===== config.mk =====
export PLATFORM = sky130hd
export DESIGN_NAME = division_repeated_sub_flat
export DESIGN_NICKNAME = d
export VERILOG_FILES = /design/src/rtl/division_repeated_sub_if.sv /design/src/rtl/division_repeated_sub.sv /design/src/flat_wrapper.sv
export SDC_FILE = /design/constraint.sdc
export NUM_CORES = 1
export LEC_CHECK = 0
export ABC_AREA = 1
export CAP_MARGIN = 10
export CORE_ASPECT_RATIO = 1.25
export CORE_MARGIN = 4
export CORE_UTILIZATION = 55
export DETAILED_ROUTE_END_ITERATION = 10
export DONT_BUFFER_PORTS = 1
export MAX_ROUTING_LAYER = met4
export PLACE_DENSITY = 0.69
export SLEW_MARGIN = 10
export SYNTH_ARGS = -nofsm -noshare
export SYNTH_HDL_FRONTEND = slang
export SYNTH_SLANG_ARGS = --single-unit

===== constraint.sdc =====
create_clock -name clk -period 2.1 [get_ports clk]
set_input_delay 0.42 -clock clk [delete_from_list [all_inputs] [get_ports clk]]
set_output_delay 0.42 -clock clk [all_outputs]
set_load 0.02 [all_outputs]

===== src/rtl/division_repeated_sub_if.sv =====
// Operand/result handshake bundle for the repeated-subtraction divider.
// The slave modport is the divider's view; master is the requester's view.
interface division_repeated_sub_if #(
  parameter int unsigned N_WIDTH = 8,
  parameter int unsigned D_WIDTH = 4
);

  logic [N_WIDTH-1:0] in_dividend;
  logic [D_WIDTH-1:0] in_divisor;
  logic               valid_in;
  logic               ready_out;
  logic [N_WIDTH-1:0] quot_out;
  logic [D_WIDTH-1:0] rem_out;
  logic               div_by_zero;
  logic               valid_out;
  logic               ready_in;

  modport slave (
    input  in_dividend,
    input  in_divisor,
    input  valid_in,
    output ready_out,
    output quot_out,
    output rem_out,
    output div_by_zero,
    output valid_out,
    input  ready_in
  );

  modport master (
    output in_dividend,
    output in_divisor,
    output valid_in,
    input  ready_out,
    input  quot_out,
    input  rem_out,
    input  div_by_zero,
    input  valid_out,
    output ready_in
  );

endinterface


===== src/rtl/division_repeated_sub.sv =====
// Unsigned divider by repeated subtraction: one subtract per cycle, quotient counts the steps.
// Results are held under downstream backpressure and stay visible until the next result.
module division_repeated_sub #(
  parameter int unsigned N_WIDTH = 8,
  parameter int unsigned D_WIDTH = 4
) (
  input logic                  clk,
  input logic                  rst,
  division_repeated_sub_if.slave bus
);

  typedef enum logic [1:0] {StIdle, StCalc, StDone} state_e;

  state_e             state_q, state_d;
  logic [N_WIDTH-1:0] rem_tmp_q, rem_tmp_d;
  logic [N_WIDTH-1:0] cnt_q, cnt_d;
  logic [D_WIDTH-1:0] div_q, div_d;
  logic [N_WIDTH-1:0] quot_q, quot_d;
  logic [D_WIDTH-1:0] rem_q, rem_d;
  logic               dbz_q, dbz_d;
  logic [N_WIDTH-1:0] div_ext;

  assign div_ext = N_WIDTH'(div_q);

  always_comb begin
    state_d   = state_q;
    rem_tmp_d = rem_tmp_q;
    cnt_d     = cnt_q;
    div_d     = div_q;
    quot_d    = quot_q;
    rem_d     = rem_q;
    dbz_d     = dbz_q;
    unique case (state_q)
      StIdle: begin
        if (bus.valid_in) begin
          div_d     = bus.in_divisor;
          rem_tmp_d = bus.in_dividend;
          cnt_d     = '0;
          dbz_d     = 1'b0;
          state_d   = StCalc;
        end
      end
      StCalc: begin
        if (div_q == '0) begin
          quot_d  = '1;
          rem_d   = '0;
          dbz_d   = 1'b1;
          state_d = StDone;
        end else if (rem_tmp_q >= div_ext) begin
          rem_tmp_d = rem_tmp_q - div_ext;
          cnt_d     = cnt_q + N_WIDTH'(1);
        end else begin
          // rem_tmp < d, so it already fits in D_WIDTH bits
          quot_d  = cnt_q;
          rem_d   = rem_tmp_q[D_WIDTH-1:0];
          state_d = StDone;
        end
      end
      StDone: begin
        if (bus.ready_in) state_d = StIdle;
      end
      default: state_d = StIdle;
    endcase
  end

  always_ff @(posedge clk) begin
    if (rst) begin
      state_q   <= StIdle;
      rem_tmp_q <= '0;
      cnt_q     <= '0;
      div_q     <= '0;
      quot_q    <= '0;
      rem_q     <= '0;
      dbz_q     <= 1'b0;
    end else begin
      state_q   <= state_d;
      rem_tmp_q <= rem_tmp_d;
      cnt_q     <= cnt_d;
      div_q     <= div_d;
      quot_q    <= quot_d;
      rem_q     <= rem_d;
      dbz_q     <= dbz_d;
    end
  end

  // Handshake flags decode straight from state so they can never both be high.
  assign bus.ready_out   = (state_q == StIdle);
  assign bus.valid_out   = (state_q == StDone);
  assign bus.quot_out    = quot_q;
  assign bus.rem_out     = rem_q;
  assign bus.div_by_zero = dbz_q;

endmodule

===== src/flat_wrapper.sv =====
// flat-port wrapper written by rule: the top's interface ports become plain ports
module division_repeated_sub_flat 
#(
  parameter int unsigned N_WIDTH = 8,
  parameter int unsigned D_WIDTH = 4
)
  (clk, rst, bus_in_dividend, bus_in_divisor, bus_valid_in, bus_ready_out, bus_quot_out, bus_rem_out, bus_div_by_zero, bus_valid_out, bus_ready_in);
  division_repeated_sub_if #(.N_WIDTH(N_WIDTH), .D_WIDTH(D_WIDTH)) bus_i ();
  input logic clk;
  input logic rst;
  input wire logic [$bits(bus_i.in_dividend)-1:0] bus_in_dividend;
  input wire logic [$bits(bus_i.in_divisor)-1:0] bus_in_divisor;
  input wire logic [$bits(bus_i.valid_in)-1:0] bus_valid_in;
  output wire logic [$bits(bus_i.ready_out)-1:0] bus_ready_out;
  output wire logic [$bits(bus_i.quot_out)-1:0] bus_quot_out;
  output wire logic [$bits(bus_i.rem_out)-1:0] bus_rem_out;
  output wire logic [$bits(bus_i.div_by_zero)-1:0] bus_div_by_zero;
  output wire logic [$bits(bus_i.valid_out)-1:0] bus_valid_out;
  input wire logic [$bits(bus_i.ready_in)-1:0] bus_ready_in;
  assign bus_i.in_dividend = bus_in_dividend;
  assign bus_i.in_divisor = bus_in_divisor;
  assign bus_i.valid_in = bus_valid_in;
  assign bus_ready_out = bus_i.ready_out;
  assign bus_quot_out = bus_i.quot_out;
  assign bus_rem_out = bus_i.rem_out;
  assign bus_div_by_zero = bus_i.div_by_zero;
  assign bus_valid_out = bus_i.valid_out;
  assign bus_i.ready_in = bus_ready_in;
  division_repeated_sub #(.N_WIDTH(N_WIDTH), .D_WIDTH(D_WIDTH)) u_core (.clk(clk), .rst(rst), .bus(bus_i));
endmodule

======== After elaboration in Yosys (flattened, before gate mapping) ========
Cells that the tools add are included.
storage, ports and cells
  register bits ........................... 35
  input port bits ......................... 16
  word-level logic and storage cells ...... 47
  output and inout port bits .............. 15
cells by class
  order comparisons ....................... 1
  muxes and demuxes ....................... 20
  equality and inequality tests ........... 9
  reduce and logical (&&, ||, !) cells .... 8
  $add $sub $neg .......................... 2
operator list
  cell                                                                      count
  8-bit two-way mux                                                         8
  8-bit case mux with 2 select lines                                        2
  8-bit by 1-bit adder with 8-bit output (second input constant)            1
  8-bit by 4-bit greater-or-equal comparator with 1-bit output              1
  2-bit two-way mux                                                         4
  4-bit two-way mux                                                         2
  2-bit by 1-bit inequality test with 1-bit output (second input constant)  4
  8-bit by 4-bit subtractor with 8-bit output                               1
  2-bit case mux with 3 select lines                                        1
  3-bit AND reduction                                                       2
  4-bit logical NOT                                                         1
  2-bit inequality test (second input constant)                             2
  2-bit AND reduction                                                       2
  4-bit AND reduction                                                       1
  3-bit by 2-bit inequality test with 1-bit output (second input constant)  1
  2-bit by 1-bit == test with 1-bit output (second input constant)          1
  2-bit == test (second input constant)                                     1
  2-bit logical NOT                                                         1
  1-bit two-way mux                                                         2
  1-bit case mux with 2 select lines                                        1
  2-bit nonzero test                                                        1

======== Logic depth before layout (Yosys ltp) ========
  depth after elaboration ................. 4
  mapped depth ............................ 12
  mapped depth without buffers ............ 12

======== Least setup slack after synthesis ========
No wires, ideal clock.
  path kind ............................... reg2reg
  start point ............................. register u_core.rem_tmp_q[0]
  end point ............................... register u_core.rem_tmp_q[4]
  arrival time ............................ 1656 ps
  path slack .............................. 329 ps
  buffers on the path ..................... 1
  setup time .............................. 116 ps
  period minus slack after synthesis ...... 1771 ps
  stages on the path, launching flop included .. 11
  required time ........................... 1984 ps
  cell sequence ........................... dfxtp_1 > inv_1 > ha_1 > fa_1 > nor2_2 > nor2_2 > nand3_2 > nand3_4 > buf_8 > nor2_1 > nor2_1
on the way
  cells in the longest elaborated chain, start to end .. 4
  elaborated cells between the ends (all ways) .. 7
  those cells by class .................... add/sub: 1; order compare: 1; eq/ne: 1; mux: 3; reduce/logical: 1
RTL lines
  what                                         RTL line                     source
  start, declared                              division_repeated_sub.sv:15  logic [N_WIDTH-1:0] rem_tmp_q, rem_tmp_d;
  start signal, assigned                       division_repeated_sub.sv:77  rem_tmp_q <= rem_tmp_d;
  8-bit by 4-bit subtractor with 8-bit output  division_repeated_sub.sv:50  rem_tmp_d = rem_tmp_q - div_ext;
  8-bit two-way mux                            division_repeated_sub.sv:49  end else if (rem_tmp_q >= div_ext) begin
  8-bit two-way mux                            division_repeated_sub.sv:44  if (div_q == '0) begin
  8-bit case mux with 2 select lines           division_repeated_sub.sv:33  unique case (state_q)
Several ways; a longest one is shown, not always the timed one. The select of a mux whose other input is x is not followed.
A chain may end at the register's enable or synchronous reset.

======== Worst setup path after layout ========
  start point ............................. register u_core.rem_tmp_q[0]
  end point ............................... register u_core.cnt_q[3]
on the way
  cells in the longest elaborated chain, start to end .. 3
RTL lines
  what                                                               RTL line                     source
  8-bit by 4-bit greater-or-equal comparator with 1-bit output       division_repeated_sub.sv:49
  2-bit by 1-bit inequality test with 1-bit output (no source line)  --
  4-bit AND reduction (no source line)                               --
  end signal, assigned                                               division_repeated_sub.sv:78  cnt_q <= cnt_d;
  end, declared                                                      division_repeated_sub.sv:16  logic [N_WIDTH-1:0] cnt_q, cnt_d;
No other way between the ends.

==> results.txt <==
Reg2Reg Depth: 10
vias in the first global route: 1,498
Placer Congestion: 0.878
area added between synthesis and finish: 6.21%
crit-path cells: inv_1 -> ha_1 -> fa_1 -> nor2_2 -> nor2_2 -> nand3_2 -> nand3_4 -> buf_12 -> nand2_1 -> a21oi_1
Worst path slowest cell: fa_1
Req. time, crit path: 2.28 ns
Nets: 286
synth top area cells: dfxtp_1, nand2_1, a21oi_1, nor2_1, o21ai_0
sum of negative setup slack: 0 ns
Mean Syn Cell Area: 7.40 µm²
I/O Pins: 31
status: completed
final core occ: 62.0%
commonest non-fill, non-tap cell in the layout: nand2_1
clock skew: 0.00444 ns
worst vdd ir: 0.901 mV
Yosys top cell by area: dfxtp_1
Syn Std Cell Area: 1920 µm²
Root Driver: clkbuf_8
final worst-path cycle share: 92.2%
Seq/Total Area, Yosys: 36.6%
max frequency: 0.516 GHz
reg2reg start: u_core.rem_tmp_q[0]$_SDFFE_PP0P_
ys async rst share: 0%
unrepaired setup endpoints after global routing: no
worst stage delay on the critical path: 0.43 ns
TritonCTS Buffers: 5
Worst Setup SP: u_core.rem_tmp_q[0]$_SDFFE_PP0P_
Net Count, Synth: 281
Crit Path Max Fanout: 14
Power Dens Cells: 1410 nW/µm²
CP Capture Type: flop
std cell rows: 23
Slew Viols, Final: 0
Antenna diodes: 0
# fillers: 314
startpoint type of the worst setup path: flop
hold path depth: 1
Post-synth EDFFs: 0
Die Span Y: 74.0 µm
most frequent cells in the layout: nand2_1, dfxtp_1, nor2_1
met1 WL: 1810 µm
final setup violation count: 0
H-tree levels: 2
Tot GR Track Use: 20.2%
routed length per instance: 12.9 µm
clk_lat worst skew: 0.28 ns
TritonRoute pass-1 iters: 4
Total Wirelength: 3880 µm
Post-route DRC: 0
met3 wire length: 155 µm
CTS tree: yes
post-route minimum period: 1.94 ns
Core Area: 3280 µm²
Clk pin slew, worst setup/hold paths: 0.07 ns
first-pass GRT wire length: 6710 µm
Min-Delay Startpoint: rst
Yosys reg bits: 35
max layer used: met4
Synth top area share: 36.6%
clk sink count: 35
initial antenna violation count: 0
vias per cell: 5.27
Syn Inst Count: 259
grt total ovfl: 0
MaxCap Viol Count: 0
DP HPWL: 2760 µm
critical path class: flop to flop
Port-buffer cells: 0
Leak: 0.842 nW
Unique masters post-synth: 32
final hold viol count: 0
register-to-register setup slack: 0.16 ns
WP data arrival: 2.11 ns
worst hold path class: input port to flop
vias after detailed routing: 1,587
CP most frequent cell: nor2_2
met2 wire len: 1870 µm
share of layout cells above drive strength 1: 17.8%
relative slew slack: 66.7%
dominant synthesized flop cell: dfxtp_1
post-route ant nets: 0
die area: 4500 µm²
clk buf depth: 2
Die Wd: 60.8 µm
Slew @ Worst Pin: 0.499 ns
initial drt markers: 69
largest net degree at the start of global routing: 25
Starting Density: 58.4%
Ys Warns: 0
critical path, delay by kind of cell (launching register included):
family	cells	cell delay, ns
and+or+nand+nor	5	0.55
AOI/OAI and AO/OA	1	0.06
DFF	1	0.34
buffers and inverters	2	0.25
adders and majority gates	2	0.63
worst paths after layout:
check                                                           to
worst max-delay path                  u_core.cnt_q[3]$_SDFFE_PP0P_
worst min-delay path            u_core.bus.rem_out[3]$_SDFFE_PP0P_
worst max register to register        u_core.cnt_q[3]$_SDFFE_PP0P_
worst min register to register        u_core.div_q[2]$_SDFFE_PP0P_
routing by layer:
layer	vias to the layer above	track usage (%)
met3	6	4.17
met2	33	30.9
met5	-	-
met4	0	6.51
li1	842	-
met1	706	26.5
flip-flops by register name, indices dropped and copies added (netlist names):
register and cells:
u_core.rem_tmp_q 8, u_core.state_q 2, u_core.div_q 4, u_core.bus.quot_out 8
u_core.bus.rem_out 4, u_core.bus.div_by_zero 1, u_core.cnt_q 8
synthesized netlist by cell type, types with 3 or more instances:
cell      n
nand2_1  56
dfxtp_1  35
nor2_1   26
a21oi_1  22
inv_1    21
o21ai_0  19
nand3_1  16
nand2_2  12
a21oi_2   9
xor2_1    6
ha_1      5
o21ai_1   5
buf_8     3
per-stage QoR:
stage / std cells / setup slack (ns) / total power [W] / hold slack [ns] / area [µm²]
final: 301 / 0.164 / 0.00286 / 0.200 / 2030
after global routing: 301 / 0.0170 / 0.00313 / 0.176 / 2030
after CTS: 296 / 0.115 / 0.00277 / 0.182 / 1980
after detailed placement: 289 / 0.150 / 0.00227 / 0.466 / 1890
after global placement: 289 / 0.198 / 0.00226 / 0.461 / 1890
after floorplan: 259 / 0.329 / 0.00212 / 0.447 / 1920
logic make-up after synthesis:
logic type	Yosys count	share of synthesized area, %
buffers and inverters	34	9.86
AOI/OAI and AO/OA	55	16.1
DFF	35	36.6
and+or+nand+nor	122	29.9
xor gates and xnor gates	7	3.20
adders and majority gates	6	4.31
timing repair:
item                                    CTS  global route
gates resized for setup                   0             2
hold buffers                              0             0
setup buffers                             0             5
endpoints found under the setup margin    0             7
layout make-up:
cell class,instances,area [µm²],share of cell area (%)
clock buffers,6,82.6,4.06
clock inverters,1,5.00,0.246
inverters,25,104,5.10
multi-input cells,190,1030,50.7
flip-flops and latches,35,701,34.4
well taps,37,46.3,2.28
repair buffers,7,65.1,3.20
where the power goes:
part / switching, W / internal [W] / total [W]
Combinational: 0.000857 / 0.000522 / 0.00138
Sequential: 0.000186 / 0.000806 / 0.000992
Clock: 0.000231 / 0.000257 / 0.000488
Total: 0.00127 / 0.00159 / 0.00286
(Power assumes the default switching activity.)
